### src/rtl/eth_phy_10g_pkg.sv
// -----------------------------------------------------------------------------
// eth_phy_10g_pkg
// Shared definitions for the 10GBASE-R receive block-lock logic:
//   - SYNC_DATA / SYNC_CTRL sync-header codes
//   - block-lock FSM state encodings (HUNT, SLIP_WAIT, LOCKED)
//   - default LOCK_CNT / WIN_CNT / BAD_LIMIT values and the BER threshold
//   - hdr_is_valid(): sync-header validity test
//   - sat_inc8(): 8-bit saturating increment
// -----------------------------------------------------------------------------
package eth_phy_10g_pkg;

    localparam logic [1:0] SYNC_DATA = 2'b01;
    localparam logic [1:0] SYNC_CTRL = 2'b10;

    localparam logic [1:0] ST_HUNT      = 2'd0;
    localparam logic [1:0] ST_SLIP_WAIT = 2'd1;
    localparam logic [1:0] ST_LOCKED    = 2'd2;

    localparam int DEF_LOCK_CNT  = 64;
    localparam int DEF_WIN_CNT   = 64;
    localparam int DEF_BAD_LIMIT = 16;

    // Invalid headers per BER interval that raise hi_ber.
    localparam int BER_BAD_LIMIT = 16;

    function automatic logic hdr_is_valid(input logic [1:0] hdr);
        return (hdr == SYNC_DATA) || (hdr == SYNC_CTRL);
    endfunction

    function automatic logic [7:0] sat_inc8(input logic [7:0] v);
        return (v == 8'hFF) ? v : v + 8'd1;
    endfunction

endpackage

### src/rtl/eth_phy_10g_ber_mon.sv
// -----------------------------------------------------------------------------
// eth_phy_10g_ber_mon
// Counts accepted headers and invalid headers over BER_WINDOW-header
// intervals. At each interval boundary hi_ber is refreshed (1 when at least
// BER_BAD_LIMIT invalid headers were seen) and both counters restart.
// Ports:
//   i_clk      RX block clock
//   i_reset    synchronous active-high reset
//   i_accept   a header was accepted this cycle
//   i_invalid  the current header is invalid (qualified by i_accept)
//   o_hi_ber   high bit-error-rate flag, registered
// -----------------------------------------------------------------------------
module eth_phy_10g_ber_mon
    import eth_phy_10g_pkg::*;
#(
    parameter int BER_WINDOW = 1024
) (
    input  logic i_clk,
    input  logic i_reset,
    input  logic i_accept,
    input  logic i_invalid,
    output logic o_hi_ber
);

    localparam int HW = $clog2(BER_WINDOW + 1);
    localparam int EW = $clog2(BER_BAD_LIMIT + 1);
    localparam logic [HW-1:0] HDR_LAST = HW'(BER_WINDOW);
    localparam logic [EW-1:0] ERR_SAT  = EW'(BER_BAD_LIMIT);

    logic [HW-1:0] r_hdr_cnt;
    logic [EW-1:0] r_err_cnt;
    logic          r_hi_ber;
    logic [HW-1:0] w_hdr_nxt;
    logic [EW-1:0] w_err_nxt;

    assign w_hdr_nxt = r_hdr_cnt + HW'(1);
    // The error count only needs to reach the threshold, so it saturates there.
    assign w_err_nxt = (r_err_cnt == ERR_SAT) ? r_err_cnt : r_err_cnt + EW'(i_invalid);

    always_ff @(posedge i_clk) begin
        if (i_reset) begin
            r_hdr_cnt <= '0;
            r_err_cnt <= '0;
            r_hi_ber  <= 1'b0;
        end else if (i_accept) begin
            if (w_hdr_nxt == HDR_LAST) begin
                r_hi_ber  <= (w_err_nxt == ERR_SAT);
                r_hdr_cnt <= '0;
                r_err_cnt <= '0;
            end else begin
                r_hdr_cnt <= w_hdr_nxt;
                r_err_cnt <= w_err_nxt;
            end
        end
    end

    assign o_hi_ber = r_hi_ber;

endmodule

### src/rtl/eth_phy_10g_block_lock_ctrl.sv
// -----------------------------------------------------------------------------
// eth_phy_10g_block_lock_ctrl
// 10GBASE-R block-lock controller. Hunts for sync-header alignment by
// commanding single-bit slips, declares lock after LOCK_CNT consecutive valid
// headers, and drops lock when BAD_LIMIT invalid headers land in one
// WIN_CNT-header window.
// Optional feature: define ETH_PHY_10G_BER_MON_EN to build the BER monitor
// driving o_hi_ber; otherwise o_hi_ber is tied 0.
// Ports:
//   i_clk          RX block clock
//   i_reset        synchronous active-high reset
//   i_hdr_in       sync header of the current block
//   i_hdr_valid    i_hdr_in carries a new header this cycle
//   o_bitslip      one-cycle pulse: gearbox shifts alignment by one bit
//   o_block_lock   block alignment achieved
//   o_hdr_err      one-cycle pulse per accepted invalid header
//   o_slip_count   bitslips since reset, saturating at 255
//   o_hi_ber       high BER flag
// -----------------------------------------------------------------------------
module eth_phy_10g_block_lock_ctrl
    import eth_phy_10g_pkg::*;
#(
    parameter int LOCK_CNT   = DEF_LOCK_CNT,
    parameter int WIN_CNT    = DEF_WIN_CNT,
    parameter int BAD_LIMIT  = DEF_BAD_LIMIT,
    parameter int SLIP_WAIT  = 4,
    parameter int BER_WINDOW = 1024
) (
    input  logic       i_clk,
    input  logic       i_reset,
    input  logic [1:0] i_hdr_in,
    input  logic       i_hdr_valid,
    output logic       o_bitslip,
    output logic       o_block_lock,
    output logic       o_hdr_err,
    output logic [7:0] o_slip_count,
    output logic       o_hi_ber
);

    localparam int SH_W   = $clog2(LOCK_CNT + 1);
    localparam int WIN_W  = $clog2(WIN_CNT + 1);
    localparam int BAD_W  = $clog2(BAD_LIMIT + 1);
    localparam int WAIT_W = (SLIP_WAIT > 1) ? $clog2(SLIP_WAIT + 1) : 1;

    localparam logic [SH_W-1:0]   SH_LAST   = SH_W'(LOCK_CNT - 1);
    localparam logic [WIN_W-1:0]  WIN_LAST  = WIN_W'(WIN_CNT);
    localparam logic [BAD_W-1:0]  BAD_LAST  = BAD_W'(BAD_LIMIT);
    // The bitslip cycle is always spent in SLIP_WAIT, so even SLIP_WAIT=0
    // costs one cycle there.
    localparam logic [WAIT_W-1:0] WAIT_LAST = WAIT_W'((SLIP_WAIT > 0) ? SLIP_WAIT - 1 : 0);

    logic [1:0]        r_state;
    logic [SH_W-1:0]   r_sh_cnt;
    logic [WIN_W-1:0]  r_win_cnt;
    logic [BAD_W-1:0]  r_bad_cnt;
    logic [WAIT_W-1:0] r_wait_cnt;
    logic              r_bitslip;
    logic              r_block_lock;
    logic              r_hdr_err;
    logic [7:0]        r_slip_count;

    logic              w_accept;
    logic              w_invalid;
    logic [WIN_W-1:0]  w_win_nxt;
    logic [BAD_W-1:0]  w_bad_nxt;

    assign w_accept  = i_hdr_valid && (r_state != ST_SLIP_WAIT);
    assign w_invalid = ~hdr_is_valid(i_hdr_in);
    assign w_win_nxt = r_win_cnt + WIN_W'(1);
    assign w_bad_nxt = r_bad_cnt + BAD_W'(w_invalid);

    always_ff @(posedge i_clk) begin
        if (i_reset) begin
            r_state      <= ST_HUNT;
            r_sh_cnt     <= '0;
            r_win_cnt    <= '0;
            r_bad_cnt    <= '0;
            r_wait_cnt   <= '0;
            r_bitslip    <= 1'b0;
            r_block_lock <= 1'b0;
            r_hdr_err    <= 1'b0;
            r_slip_count <= 8'd0;
        end else begin
            r_bitslip <= 1'b0;
            r_hdr_err <= w_accept & w_invalid;
            case (r_state)
                ST_HUNT: begin
                    if (w_accept) begin
                        if (w_invalid) begin
                            r_sh_cnt     <= '0;
                            r_bitslip    <= 1'b1;
                            r_slip_count <= sat_inc8(r_slip_count);
                            r_wait_cnt   <= '0;
                            r_state      <= ST_SLIP_WAIT;
                        end else if (r_sh_cnt == SH_LAST) begin
                            r_sh_cnt     <= '0;
                            r_win_cnt    <= '0;
                            r_bad_cnt    <= '0;
                            r_block_lock <= 1'b1;
                            r_state      <= ST_LOCKED;
                        end else begin
                            r_sh_cnt <= r_sh_cnt + SH_W'(1);
                        end
                    end
                end
                ST_SLIP_WAIT: begin
                    // Counts cycles, not headers: the gearbox settles in time.
                    if (r_wait_cnt == WAIT_LAST) begin
                        r_wait_cnt <= '0;
                        r_state    <= ST_HUNT;
                    end else begin
                        r_wait_cnt <= r_wait_cnt + WAIT_W'(1);
                    end
                end
                ST_LOCKED: begin
                    if (w_accept) begin
                        // Loss of lock is tested first so it wins when the
                        // last header of a window is also the limiting bad one.
                        if (w_bad_nxt == BAD_LAST) begin
                            r_win_cnt    <= '0;
                            r_bad_cnt    <= '0;
                            r_block_lock <= 1'b0;
                            r_bitslip    <= 1'b1;
                            r_slip_count <= sat_inc8(r_slip_count);
                            r_wait_cnt   <= '0;
                            r_state      <= ST_SLIP_WAIT;
                        end else if (w_win_nxt == WIN_LAST) begin
                            r_win_cnt <= '0;
                            r_bad_cnt <= '0;
                        end else begin
                            r_win_cnt <= w_win_nxt;
                            r_bad_cnt <= w_bad_nxt;
                        end
                    end
                end
                default: begin
                    r_state      <= ST_HUNT;
                    r_block_lock <= 1'b0;
                end
            endcase
        end
    end

    assign o_bitslip    = r_bitslip;
    assign o_block_lock = r_block_lock;
    assign o_hdr_err    = r_hdr_err;
    assign o_slip_count = r_slip_count;

`ifdef ETH_PHY_10G_BER_MON_EN
    eth_phy_10g_ber_mon #(
        .BER_WINDOW (BER_WINDOW)
    ) u_ber_mon (
        .i_clk     (i_clk),
        .i_reset   (i_reset),
        .i_accept  (w_accept),
        .i_invalid (w_invalid),
        .o_hi_ber  (o_hi_ber)
    );
`else
    assign o_hi_ber = 1'b0;
`endif

endmodule

### config.mk
export PLATFORM = sky130hd
export DESIGN_NAME = eth_phy_10g_block_lock_ctrl
export DESIGN_NICKNAME = d
export VERILOG_FILES = /design/src/rtl/eth_phy_10g_pkg.sv /design/src/rtl/eth_phy_10g_ber_mon.sv /design/src/rtl/eth_phy_10g_block_lock_ctrl.sv
export SDC_FILE = /design/constraint.sdc
export NUM_CORES = 1
export LEC_CHECK = 0
export BUFFER_PORTS_ARGS = -buffer_cell sky130_fd_sc_hd__buf_2
export CAP_MARGIN = 10
export CORE_UTILIZATION = 45
export DETAILED_ROUTE_END_ITERATION = 8
export GPL_TIMING_DRIVEN = 0
export PLACE_DENSITY = 0.62
export SLEW_MARGIN = 10
export SYNTH_ARGS = -nofsm -noshare
export SYNTH_HDL_FRONTEND = slang
export SYNTH_SLANG_ARGS = --single-unit
### constraint.sdc
create_clock -name i_clk -period 2.3 [get_ports i_clk]
set_input_delay 0.23 -clock i_clk [delete_from_list [all_inputs] [get_ports i_clk]]
set_output_delay 0.23 -clock i_clk [all_outputs]
set_load 0.05 [all_outputs]
* Word-level counts from Yosys, hierarchy flattened *
Index checks and enable logic that the tools add are counted.

storage, ports and cells
  register bits = 35
  bits of input ports = 5
  output and inout port bits = 12

operators by class
  bitwise gates (word level) = 3
  equal/unequal tests = 18
  $add $sub $neg = 5
  reductions and logical operators = 11
  multiplexer cells = 46

operator list
  cell                                                              number
  7-bit two-way mux                                                 8
  8-bit two-way mux                                                 5
  5-bit two-way mux                                                 6
  5-bit AND reduction                                               4
  8-bit one-hot mux with 2 select lines                             1
  3-bit two-way mux                                                 5
  7-bit by 1-bit adder with 7-bit output (second input constant)    2
  2-bit inequality test (second input constant)                     7
  7-bit one-hot mux with 2 select lines                             1
  2-bit two-way mux                                                 6
  5-bit one-hot mux with 2 select lines                             1
  1-bit two-way mux                                                 9
  3-bit one-hot mux with 3 select lines                             1
  8-bit by 1-bit adder with 8-bit output (second input constant)    1
  8-bit == test (second input constant)                             1
  7-bit by 6-bit == test with 1-bit output (second input constant)  1
  7-bit == test (second input constant)                             1
  2-bit one-hot mux with 3 select lines                             1
  6-bit AND reduction                                               1
  5-bit by 1-bit adder with 5-bit output                            1
  5-bit == test (second input constant)                             1
  2-bit by 1-bit == test with 1-bit output (second input constant)  2
  2-bit == test (second input constant)                             2
  3-bit by 1-bit adder with 3-bit output (second input constant)    1
  13 further kinds                                                  14

* Depth between registers and ports, before layout *
Gate-level depths: netlist of the first run.

  depth after elaboration = 8
  depth in mapped cells = 9

* Worst setup path before layout of the first run *
OpenSTA, ideal clock, no wires.

  path kind = in2reg
  from = in i_hdr_in[1]
  to = reg r_slip_count[2], in the netlist o_slip_count[2]
  stages = 9
  data required time = 2179 ps
  data arrival time = 2032 ps
  slack = 148 ps
  cell sequence = xnor2_2 ha_1 ha_1 nand2_1 o2bb2ai_2 a31oi_2 buf_6 nor3b_1 mux2_2

between the ends
  word-level cells in the longest chain between the ends = 7

ends and longest elaborated chain
  element                                                                    line                                source
  start, declared                                                            eth_phy_10g_block_lock_ctrl.sv:31   input logic [1:0] i_hdr_in,
  2-bit by 1-bit == test with 1-bit output or 2-bit == test (tied branches)  eth_phy_10g_pkg.sv:27               return (hdr == SYNC_DATA) || (hdr == SYNC_CTRL);
  1-bit logical OR *                                                         eth_phy_10g_pkg.sv:27
  1-bit NOT                                                                  eth_phy_10g_block_lock_ctrl.sv:68   assign w_invalid = ~hdr_is_valid(i_hdr_in);
  5-bit by 1-bit adder with 5-bit output                                     eth_phy_10g_block_lock_ctrl.sv:70   assign w_bad_nxt = r_bad_cnt + BAD_W'(w_invalid);
  5-bit == test                                                              eth_phy_10g_block_lock_ctrl.sv:119  if (w_bad_nxt == BAD_LAST) begin
  2-bit inequality test (no source line)                                     -
  5-bit AND reduction (no source line) *                                     -
  end signal, assigned                                                       eth_phy_10g_block_lock_ctrl.sv:92   r_slip_count <= sat_inc8(r_slip_count);
  end signal, assigned                                                       eth_phy_10g_block_lock_ctrl.sv:124  r_slip_count <= sat_inc8(r_slip_count);
  end, declared                                                              eth_phy_10g_block_lock_ctrl.sv:60   logic [7:0] r_slip_count;

Mark *: on every way between the ends. The rest lies on a longest branch, timed or not.
A chain may end at the register's enable or synchronous reset.

* Worst setup path after layout of the first run *
  from = in i_hdr_in[0]
  to = reg r_slip_count[2], in the netlist o_slip_count[2]

The elaborated chain is that of the path after synthesis.

==> impl_results.md, run 1 <==
- Run status: finished clean
- Clk buf depth: 2
- Share of layout cells above drive strength 1: 15.8%
- Part of the Yosys area used for sequential elements: between 30% and 40%
- Starting density of the core: 48.4%
- Final routed wirelength across all metal layers: just over 4000 um
- Startpoint-to-endpoint class of the critical path: in2reg
- Total of endpoints with negative setup slack in the final report: 0
- Data arrival at the endpoint of the critical path: approximately 2.4 ns
- Post-synthesis instance total: 215
- CTS Hold Bufs: 0
- Maximum vdd ir drop: 0.417 mV
- Setup crit start: i_hdr_in[0]
- Nets@finish: 251
- Worst Hold End: o_hdr_err
- Insertion delay to the later sink of the worst-skew pair: slightly below 0.3 ns
- Post-layout util: 55.5%
- Launching element type of the critical path: primary input
- Share of flip-flops with an asynchronous set or reset: 0%
- Skew final: 0.00529 ns
- DRC: 0
- Die extent in y: 65.9 um
- Sum Neg Setup Slack: 0 ns
- Ant. Diodes: 0
- Library cell used as clock root buffer: sky130_fd_sc_hd__clkbuf_8
- Commonest cells after routing, fill and taps aside: sky130_fd_sc_hd__dfxtp_1, sky130_fd_sc_hd__a21oi_1, sky130_fd_sc_hd__nor2_1, sky130_fd_sc_hd__buf_2, sky130_fd_sc_hd__nand2_1
- GRT Overall Usage: 21.2%
- Routability congestion estimate: 0.824
- Via count of the first global-routing pass: 1566
- Cell Chain, Critical Path: buf_2, xnor2_4, ha_1, ha_1, nand2_1, o2bb2ai_2, a31oi_2, buf_6, nor3b_1, mux2_2
- HP Class: in2reg
- Most used DFF post-synth: sky130_fd_sc_hd__dfxtp_1
- Area growth from synthesis to final layout: 14.6%
- Largest fanout of any net on the critical path: 10
- DR pass1 iterations: 4
- Clock transition at the registers of the reported paths: 0.07 ns
- Max stage delay on crit path: 0.37 ns
- Clock buffers created by TritonCTS: 5
- Register-to-Register Path Depth: 7
- Routed wire length per instance: between 10 and 15 um
- Shortest period the worst path allows: approximately 2.2 ns
- Number of top-level pins: 17
- Placed cell count: 278
- Number of standard-cell rows in the floorplan: 22
- Number of cells on the worst hold path: 3
- Total gr overflow: 0
- HPWL after detailed placement: 2910 um
- Horizontal extent of the die: 65.9 um
- Global-route wire length before repair: 6960 um
- Register bit count reported by yosys: 35
- Slowest cell on crit path: sky130_fd_sc_hd__mux2_2
- TritonCTS clock tree: yes
- Number of nets produced by synthesis: 226
- Launch point of the worst hold path: i_hdr_valid
- Kind of capture point of the worst setup path: flop
- Slack of the worst reg-to-reg path: 0.14 ns
- Cell occurring most often along the worst timing path: sky130_fd_sc_hd__ha_1
- Most common library cell in the layout ignoring fill and taps: sky130_fd_sc_hd__dfxtp_1
- Required time of the worst setup path: approximately 2.5 ns
- Count of routing violations after the opening detailed-route iteration: 94
- Pin count of the biggest net entering global routing: 11
- # port buffers: 15
- Leakage power: 0.744 nW
- Vias per cell: 5.76
- Number of nets with antenna violations after detailed routing: 0
- Final Max Tran Viols: 0
- Relative slew margins: 57.2%
- Final Hold Viols: 0
- Via count of the routed design: 1664
- Warnings from Yosys: 0
- Number of distinct library cells after synthesis: 50
- Number of enable-type register cells in the synthesized netlist: 0
- Startpoint of the worst register-to-register path: r_bad_cnt[0]
- Post-synthesis average cell area: 8.55 sq um
- Reg2Reg Capture Point: o_slip_count[2]
- CTS HTree Levels: 2
- Maximum frequency from static timing analysis: 459 MHz
- CORE AREA: 3800 sq um
- Slew @ Worst Pin: 0.639 ns
- Initial antenna violation count: 0
- Cell area after synthesis: 1840 sq um
- Max-cap check violation count: 0
- Die Footprint: 4340 sq um
- Share of the clock period used by the worst path: 94.8%
- Power density over the cells: 588 nW/um^2
- Number of standard cells in the final layout excluding fillers: 289
- Sinks on Clock Net: 35
==> metrics by stage <==
stage | setup slack [ns] | instance area (sq um) | hold WS, ns | power, mW
floorplan | 0.148 | 1840 | 0.354 | 0.717
global placement | -0.259 | 1970 | 0.435 | 0.744
detailed placement | -0.355 | 1970 | 0.454 | 0.747
CTS | 0.0706 | 2080 | 0.218 | 1.24
global route | -0.00749 | 2110 | 0.233 | 1.29
finish | 0.121 | 2110 | 0.227 | 1.24
==> kinds of logic after synthesis <==
family / share of synthesized area (%)
xor+xnor: 4.70
compound gates: 19.7
flops: 38.1
fa+ha+maj: 4.08
buf+inv: 4.36
simple gates: 27.6
other cells: 0.204
mux: 1.23
==> worst max path at each step <==
stage / endpoint / slack [ns] / cells after the start
floorplan: o_slip_count[2] / 0.15 / 9
global placement: o_slip_count[2] / -0.26 / 10
detailed placement: o_slip_count[2] / -0.36 / 10
CTS: o_slip_count[2] / 0.07 / 9
global route: o_slip_count[2] / -0.007 / 10
finish: o_slip_count[2] / 0.12 / 10
==> metal layers <==
metal / global-route usage, % / wire (um) / vias up
li1: - / - / 834
met1: 26.0 / 1910 / 791
met2: 35.5 / 1920 / 31
met3: 4.83 / 165 / 8
met4: 8.97 / 58 / 0
met5: 0 / 0 / -
==> cell type report <==
type	count	area, sq um
Clock buffer	8	100
Inverter	5	18.8
Fill cell	361	1690
Buffer	9	61.3
Sequential cell	35	701
Tap cell	48	60.1
Timing Repair Buffer	18	97.6
Multi-Input combinational cell	166	1070
==> sequential cells by signal, indices dropped and copies added (netlist names) <==
register	count
r_win_cnt	7
o_slip_count	8
o_block_lock	1
r_wait_cnt	3
o_hdr_err	1
r_state	2
r_sh_cnt	7
o_bitslip	1
r_bad_cnt	5
==> Yosys cell counts, drive strengths merged, types with 3 or more instances <==
cell type   n  share of area [%]
xnor2       5                2.8
nor2       17                3.5
nand3b      8                3.3
a21oi      18                4.9
nor4        4                1.7
nand3      11                3.3
nor3b       3                1.2
nand2b      7                2.4
a22oi       5                2.0
nand4       4                1.4
inv         5                1.0
o31ai       7                2.9
or3         3                1.0
or4         4                1.6
buf         5                2.0
ha          6                4.1
nand2      16                3.3
nor3        5                1.4
xor2        4                1.9
dfxtp      35                 38
clkbuf      4                1.4
o21ai      14                3.8
a31oi       3                1.4
==> worst max-delay path, delay by kind of cell <==
kind            cells  cell delay (ns)
compound gates      2             0.38
xor+xnor            1             0.29
fa+ha+maj           2             0.45
buf+inv             2             0.31
mux                 1             0.37
simple gates        2             0.33
==> where the power goes <==
group | total (mW) | internal [mW] | switching, mW
Combinational | 0.121 | 0.0439 | 0.0773
Clock | 0.493 | 0.273 | 0.220
Sequential | 0.624 | 0.616 | 0.00877
==> what timing repair did <==
action | 4_1_cts | 5_1_grt
pin swaps | 0 | 1
endpoints found under the setup margin | 1 | 1
buffers inserted | 0 | 3
endpoints found under the hold margin | 0 | 0
resized for setup | 1 | 0
Note: power is estimated with default switching activity, not from simulation.
==> run 2: changes to the inputs <==
--- a/config.mk
+++ b/config.mk
@@ -7,9 +7,11 @@
 export LEC_CHECK = 0
 export BUFFER_PORTS_ARGS = -buffer_cell sky130_fd_sc_hd__buf_2
 export CAP_MARGIN = 10
+export CORE_ASPECT_RATIO = 1.25
 export CORE_UTILIZATION = 45
 export DETAILED_ROUTE_END_ITERATION = 8
 export GPL_TIMING_DRIVEN = 0
+export MAX_ROUTING_LAYER = met4
 export PLACE_DENSITY = 0.62
 export SLEW_MARGIN = 10
 export SYNTH_ARGS = -nofsm -noshare
==> run 2 against run 1 <==
Effect of this change: combinational power decreased by 5%; via count decreased by 1.8%; sequential share of layout area increased by 0.38 points; first-iteration DRC count decreased by 26%; sequential power about the same; register-to-register slack improved by 0.06 ns; global-route usage increased by 0.15 points; total power decreased by 5.4%.
==> impl_results.md, run 2 (synthesis gave the netlist of run 1 again) <==
- Maximum frequency from static timing analysis: 476 MHz (+3.7%)
- Met1 usage: 25.2% (-0.80 points)
- Final worst hold slack: 0.230 ns (+0.00347 ns)
- Share of the clock period used by the worst path: 91.4% (-3.4 points)
- Starting density of the core: 47.8% (-0.61 points)
- CORE AREA: 3850 sq um (+1.3%)
- Die extent in y: 73.5 um (+11%)
- Most common library cell in the layout ignoring fill and taps: sky130_fd_sc_hd__dfxtp_1
- Area growth from synthesis to final layout: 13.3%
- DR pass1 iterations: 4 (unchanged)
- Final Max Tran Viols: 0 (unchanged)
- Area of the multi-input gates: 1070 sq um (unchanged)
- Nets@finish: 249 (-0.80%)
- Worst Setup Slack post-DPL: -0.333 ns (+0.0225 ns)
- Library cell used as clock root buffer: sky130_fd_sc_hd__clkbuf_8
- Routed wire length per instance: 13.7 um (-2.0%)
- Post-layout util: 54.1% (-1.3 points)
- Number of standard-cell rows in the floorplan: 25 (+14%)
- Shortest period the worst path allows: 2.10 ns (-0.0771 ns)
- CTS HTree Levels: 2 (unchanged)
- # port buffers: 15 (unchanged)
- Vias per cell: 5.58 (-3.1%)
- Skew final: 0.00843 ns (+0.00314 ns)
- Number of top-level pins: 17 (unchanged)
- Run status: finished clean
- Pin count of the biggest net entering global routing: 12 (+1)
- Commonest cells after routing, fill and taps aside: sky130_fd_sc_hd__dfxtp_1, sky130_fd_sc_hd__a21oi_1, sky130_fd_sc_hd__nor2_1, sky130_fd_sc_hd__buf_2, sky130_fd_sc_hd__nand2_1
- Startpoint-to-endpoint class of the critical path: reg2reg
- Global-route wire length before repair: 6800 um (-2.2%)
- Number of nets with antenna violations after detailed routing: 0 (unchanged)
- Final non-filler cell area: 2080 sq um (-1.1%)
- Placed cell count: 284 (+2.2%)
- Count of routing violations after the opening detailed-route iteration: 70 (-26%)
- Clock buffers created by TritonCTS: 5 (unchanged)
- Final Hold Viols: 0 (unchanged)
- Post-layout worst setup margin: 0.198 ns (+0.0771 ns)
- TritonCTS clock tree: yes
- Leakage power: 0.731 nW (-1.8%)
- Die Footprint: 4350 sq um (about the same)
- Insertion delay to the later sink of the worst-skew pair: 0.29 ns (about the same)
- Relative slew margins: 54.1% (-3.1 points)
- Global routing usage on met2: 35.7% (+0.27 points)
- Ant. Diodes: 0 (unchanged)
- Slew @ Worst Pin: 0.686 ns (+0.0465 ns)
- Met3 usage: 4.75% (-0.074 points)
- Via count of the routed design: 1634 (-1.8%)
- Largest fanout of any net on the critical path: 10 (unchanged)
- Data arrival at the endpoint of the critical path: 2.28 ns (-0.08 ns)
- Via count of the first global-routing pass: 1456 (-7.0%)
- GRT Overall Usage: 21.4% (+0.15 points)
- Placed instance area: 1980 sq um (+0.38%)
- Sinks on Clock Net: 35 (unchanged)
- DRC: 0 (unchanged)
- Kind of capture point of the worst setup path: flop
- Clock transition at the registers of the reported paths: 0.07 ns (about the same)
- Maximum vdd ir drop: 0.381 mV (-8.7%)
- Sum Neg Setup Slack: 0 ns (unchanged)
- Launching element type of the critical path: flop
- Global-route layer with the greatest usage: met2
- Max-cap check violation count: 0 (unchanged)
- Total gr overflow: 0 (unchanged)
- Flip-flop count of the largest register, all copies and words added: 8 (unchanged)
- Footprint of the flip-flops and latches: 701 sq um (unchanged)
- Initial antenna violation count: 0 (unchanged)
- Required time of the worst setup path: 2.48 ns (about the same)
- Clk buf depth: 2 (unchanged)
- FILL cells: 388 (+7.5%)
- Number of standard cells in the final layout excluding fillers: 293 (+1.4%)
- Final routed wirelength across all metal layers: 4030 um (-0.64%)
- Unrepaired setup endpoints after global routing: no
- Horizontal extent of the die: 59.2 um (-10%)
- HP Class: in2reg
- Total design power: 1.17 mW (-5.4%)
- Power density over the cells: 563 nW/um^2 (-4.3%)
- Share of layout cells above drive strength 1: 15.5% (-0.29 points)
- HPWL after detailed placement: 2890 um (-0.79%)
- Total of endpoints with negative setup slack in the final report: 0 (unchanged)
- Routability congestion estimate: 0.780 (-5.3%)
run 2: cell count changes in the layout (fill, tap and decap cells not counted), sizes merged:
cell | previous run | this run
buf | 23 | 21
clkbuf | 12 | 9
clkinv | 0 | 3
run 2: layout make-up:
| type | instances | share of cell area [%] |
|---|---|---|
| Buffer | 9 | 2.94 |
| Clock buffer | 5 | 3.30 |
| Clock inverter | 3 | 0.721 |
| Inverter | 5 | 0.901 |
| Multi-Input combinational cell | 166 | 51.3 |
| Sequential cell | 35 | 33.6 |
| Tap cell | 54 | 3.24 |
| Timing Repair Buffer | 16 | 3.96 |
run 2: where the power goes:
group	switching [mW]	internal (mW)
registers	0.00875	0.615
logic	0.0755	0.0397
clock network	0.225	0.207
run 2: critical path, cell delays in order, from the launching register on:
cell and delay, ns:
sky130_fd_sc_hd__dfxtp_1 0.32, sky130_fd_sc_hd__ha_1 0.21, sky130_fd_sc_hd__ha_1 0.29, sky130_fd_sc_hd__nor2_1 0.22, sky130_fd_sc_hd__a31oi_2 0.21, sky130_fd_sc_hd__buf_6 0.19, sky130_fd_sc_hd__nor3_1 0.22, sky130_fd_sc_hd__mux2_2 0.35
run 2: path summary, 6_finish.rpt:
check | startpoint | end | slack [ns] | cells past startpoint
max reg2reg | r_bad_cnt[0] | o_slip_count[6] | 0.20 | 7
min | i_hdr_valid | o_hdr_err | 0.23 | 3
min reg2reg | r_wait_cnt[2] | r_wait_cnt[2] | 0.45 | 2
max | r_bad_cnt[0] | o_slip_count[6] | 0.20 | 7
run 2: per-layer routing:
metal / part of all wire [%] / up-vias
met5: 0 / -
met4: 1.4 / 0
met3: 2.8 / 6
met2: 49 / 20
met1: 46 / 780
li1: - / 828
run 2: repair_timing:
item | in CTS | in global routing
hold buffers | 0 | 0
endpoints found under the setup margin | 2 | 4
setup buffers | 0 | 1
resized for setup | 1 | 0
pin swaps | 0 | 1
==> run 3: changes to the inputs <==
--- a/config.mk
+++ b/config.mk
@@ -13,6 +13,7 @@
 export GPL_TIMING_DRIVEN = 0
 export MAX_ROUTING_LAYER = met4
 export PLACE_DENSITY = 0.62
+export REMOVE_ABC_BUFFERS = 1
 export SLEW_MARGIN = 10
 export SYNTH_ARGS = -nofsm -noshare
 export SYNTH_HDL_FRONTEND = slang
==> run 3 against run 2 <==
Effect of this change: sequential share of layout area up 0.68 points; global-route usage down 0.51 points; critical endpoint is now o_slip_count[7]; maximum frequency down 0.39%; cell area down 2.0%; setup slack worse by 0.0081 ns; largest cell class unchanged; non-clock buffer count down 10; combinational power down 10%; first-iteration DRC count down 5.7%; clock power up 4%; sequential cell count unchanged; core utilization down 1.1 points; hold slack worse by 0.010 ns.
==> impl_results.md, run 3 (synthesis gave the netlist of run 1 again) <==
- Run status: finished clean
- CORE AREA: 3850 sq um (unchanged)
- Startpoint-to-endpoint class of the critical path: in2reg
- Data arrival at the endpoint of the critical path: 2.33 ns (+0.05 ns)
- TritonCTS clock tree: yes
- Number of gates resized after cts: 1 (unchanged)
- Nets@finish: 239 (-4.0%)
- Via count of the first global-routing pass: 1507 (+3.5%)
- Commonest cells after routing, fill and taps aside: sky130_fd_sc_hd__dfxtp_1, sky130_fd_sc_hd__a21oi_1, sky130_fd_sc_hd__nand2_1, sky130_fd_sc_hd__nor2_1, sky130_fd_sc_hd__buf_2
- Initial antenna violation count: 0 (unchanged)
- Share of the clock period used by the worst path: 91.8% (+0.35 points)
- Launch point of the worst hold path: i_hdr_valid
- Sum Neg Setup Slack: 0 ns (unchanged)
- Starting density of the core: 47.8% (unchanged)
- Final routed wirelength across all metal layers: 3850 um (-4.5%)
- CTS Hold Bufs: 0 (unchanged)
- Relative slew margins: 39.9% (-14 points)
- Final non-filler cell area: 2040 sq um (-2.0%)
- Number of standard-cell rows in the floorplan: 25 (unchanged)
- Reg2Reg Capture Point: o_slip_count[7]
- Clock buffers created by TritonCTS: 5 (unchanged)
- Share of layout cells above drive strength 1: 13.2% (-2.3 points)
- Vias per cell: 5.69 (+2.1%)
- Max-cap check violation count: 0 (unchanged)
- Largest fanout of any net on the critical path: 14 (+4)
- # port buffers: 15 (unchanged)
- Clock transition at the registers of the reported paths: 0.07 ns (about the same)
- Count of routing violations after the opening detailed-route iteration: 66 (-5.7%)
- Routability congestion estimate: 0.807 (+3.5%)
- Slew @ Worst Pin: 0.895 ns (+0.209 ns)
- Area growth from synthesis to final layout: 11.1%
- Via count of the routed design: 1605 (-1.8%)
- Most common library cell in the layout ignoring fill and taps: sky130_fd_sc_hd__dfxtp_1
- Worst Hold End: o_hdr_err
- Final Hold Viols: 0 (unchanged)
- Insertion delay to the later sink of the worst-skew pair: 0.29 ns (about the same)
- CTS HTree Levels: 2 (unchanged)
- Total gr overflow: 0 (unchanged)
- Power density over the cells: 576 nW/um^2 (+2.4%)
- Launching element type of the critical path: primary input
- Number of nets with antenna violations after detailed routing: 0 (unchanged)
- Number of top-level pins: 17 (unchanged)
- Footprint of the flip-flops and latches: 701 sq um (unchanged)
- Library cell used as clock root buffer: sky130_fd_sc_hd__clkbuf_8
- Die extent in y: 73.5 um (unchanged)
- GRT Overall Usage: 20.9% (-0.51 points)
- Die Footprint: 4350 sq um (unchanged)
- Skew final: 0.00314 ns (-0.00530 ns)
- Required time of the worst setup path: 2.52 ns (+0.04 ns)
- Slack of the worst reg-to-reg path: 0.22 ns (+0.02 ns)
- Kind of capture point of the worst setup path: flop
- DRC: 0 (unchanged)
- Flip-flop count of the largest register, all copies and words added: 8 (unchanged)
- Final Max Tran Viols: 0 (unchanged)
- Register-to-Register Path Depth: 7 (unchanged)
- Maximum frequency from static timing analysis: 474 MHz (-0.39%)
- Global-route wire length before repair: 6680 um (-1.8%)
- Leakage power: 0.696 nW (-4.8%)
- Startpoint of the worst register-to-register path: r_bad_cnt[0]
- Area of the multi-input gates: 1090 sq um (+2.2%)
- Clk buf depth: 2 (unchanged)
- Setup fix buffers added after clock tree synthesis: 0 (unchanged)
- Ant. Diodes: 0 (unchanged)
- Placed instance area: 1920 sq um (-3.1%)
- Pin count of the biggest net entering global routing: 43 (+31)
- Number of cells on the worst hold path: 3 (unchanged)
- Total of endpoints with negative setup slack in the final report: 0 (unchanged)
- DR pass1 iterations: 4 (unchanged)
- Shortest period the worst path allows: 2.11 ns (+0.00815 ns)
- Maximum vdd ir drop: 0.347 mV (-9.0%)
- Unrepaired setup endpoints after global routing: no
- Horizontal extent of the die: 59.2 um (unchanged)
- Post-layout util: 53.1% (-1.1 points)
- Sinks on Clock Net: 35 (unchanged)
- HPWL after detailed placement: 2620 um (-9.3%)
- FILL cells: 378 (-2.6%)
- Routed wire length per instance: 13.6 um (-0.75%)
- HP Class: in2reg
-- run 3: cell count changes in the layout (fill, tap and decap cells not counted) --
| cell | before | now |
|---|---|---|
| sky130_fd_sc_hd__a31oi_2 | 1 | 0 |
| sky130_fd_sc_hd__o2bb2ai_4 | 0 | 1 |
| sky130_fd_sc_hd__clkinv_2 | 3 | 1 |
| sky130_fd_sc_hd__buf_2 | 17 | 15 |
| sky130_fd_sc_hd__buf_6 | 1 | 0 |
| sky130_fd_sc_hd__o2bb2ai_2 | 1 | 0 |
| sky130_fd_sc_hd__nor2_1 | 17 | 16 |
| sky130_fd_sc_hd__buf_4 | 3 | 0 |
| sky130_fd_sc_hd__clkbuf_1 | 3 | 0 |
| sky130_fd_sc_hd__nor2_2 | 0 | 1 |
| sky130_fd_sc_hd__a31oi_4 | 0 | 1 |
-- run 3: power by group --
group | internal [mW] | total, mW | switching [mW]
Combinational | 0.0319 | 0.103 | 0.0712
Clock | 0.235 | 0.449 | 0.214
Sequential | 0.616 | 0.625 | 0.00894
Total | 0.882 | 1.18 | 0.294
-- run 3: layout make-up --
| class | count | share of cell area (%) |
|---|---|---|
| clock buffer | 6 | 4.04 |
| inverter | 5 | 0.919 |
| clock inverter | 1 | 0.245 |
| multi-input combinational | 166 | 53.5 |
| sequential | 35 | 34.3 |
| timing repair buffer | 15 | 3.68 |
| tap | 54 | 3.31 |
-- run 3: how the worst max path moves through the flow --
| stage | startpoint | slack (ns) | end |
|---|---|---|---|
| 2_1_floorplan | i_hdr_in[1] | 0.16 | o_slip_count[5] |
| 6_report | i_hdr_in[1] | 0.19 | o_slip_count[7] |
| 4_1_cts | i_hdr_in[1] | 0.09 | o_slip_count[4] |
| 5_1_grt | i_hdr_in[1] | 0.02 | o_slip_count[3] |
| 3_3_place_gp | i_hdr_in[1] | -0.22 | o_slip_count[7] |
| 3_5_place_dp | i_hdr_in[1] | -0.31 | o_slip_count[4] |
-- run 3: routing by layer --
layer	track usage [%]	wire length [um]
met5	-	0
met4	13.8	72
met3	3.87	110
met2	32.3	1870
met1	24.5	1790
-- run 3: stage by stage --
| step | hold slack, ns | instances | total power [mW] | worst slack [ns] |
|---|---|---|---|---|
| final | 0.220 | 282 | 1.18 | 0.189 |
| after global routing | 0.222 | 282 | 1.23 | 0.0223 |
| after global placement | 0.434 | 275 | 0.733 | -0.220 |
| after floorplan | 0.299 | 206 | 0.705 | 0.162 |
| after detailed placement | 0.444 | 275 | 0.738 | -0.307 |
| after CTS | 0.211 | 282 | 1.19 | 0.0946 |
-- run 3: worst max-delay path, cell delays in order --
cell and delay [ns]:
sky130_fd_sc_hd__buf_2 0.13, sky130_fd_sc_hd__xnor2_4 0.28, sky130_fd_sc_hd__ha_1 0.24, sky130_fd_sc_hd__ha_1 0.22, sky130_fd_sc_hd__nand2_1 0.11, sky130_fd_sc_hd__o2bb2ai_4 0.21, sky130_fd_sc_hd__a31oi_4 0.20, sky130_fd_sc_hd__or4_1 0.55
sky130_fd_sc_hd__a21oi_1 0.15
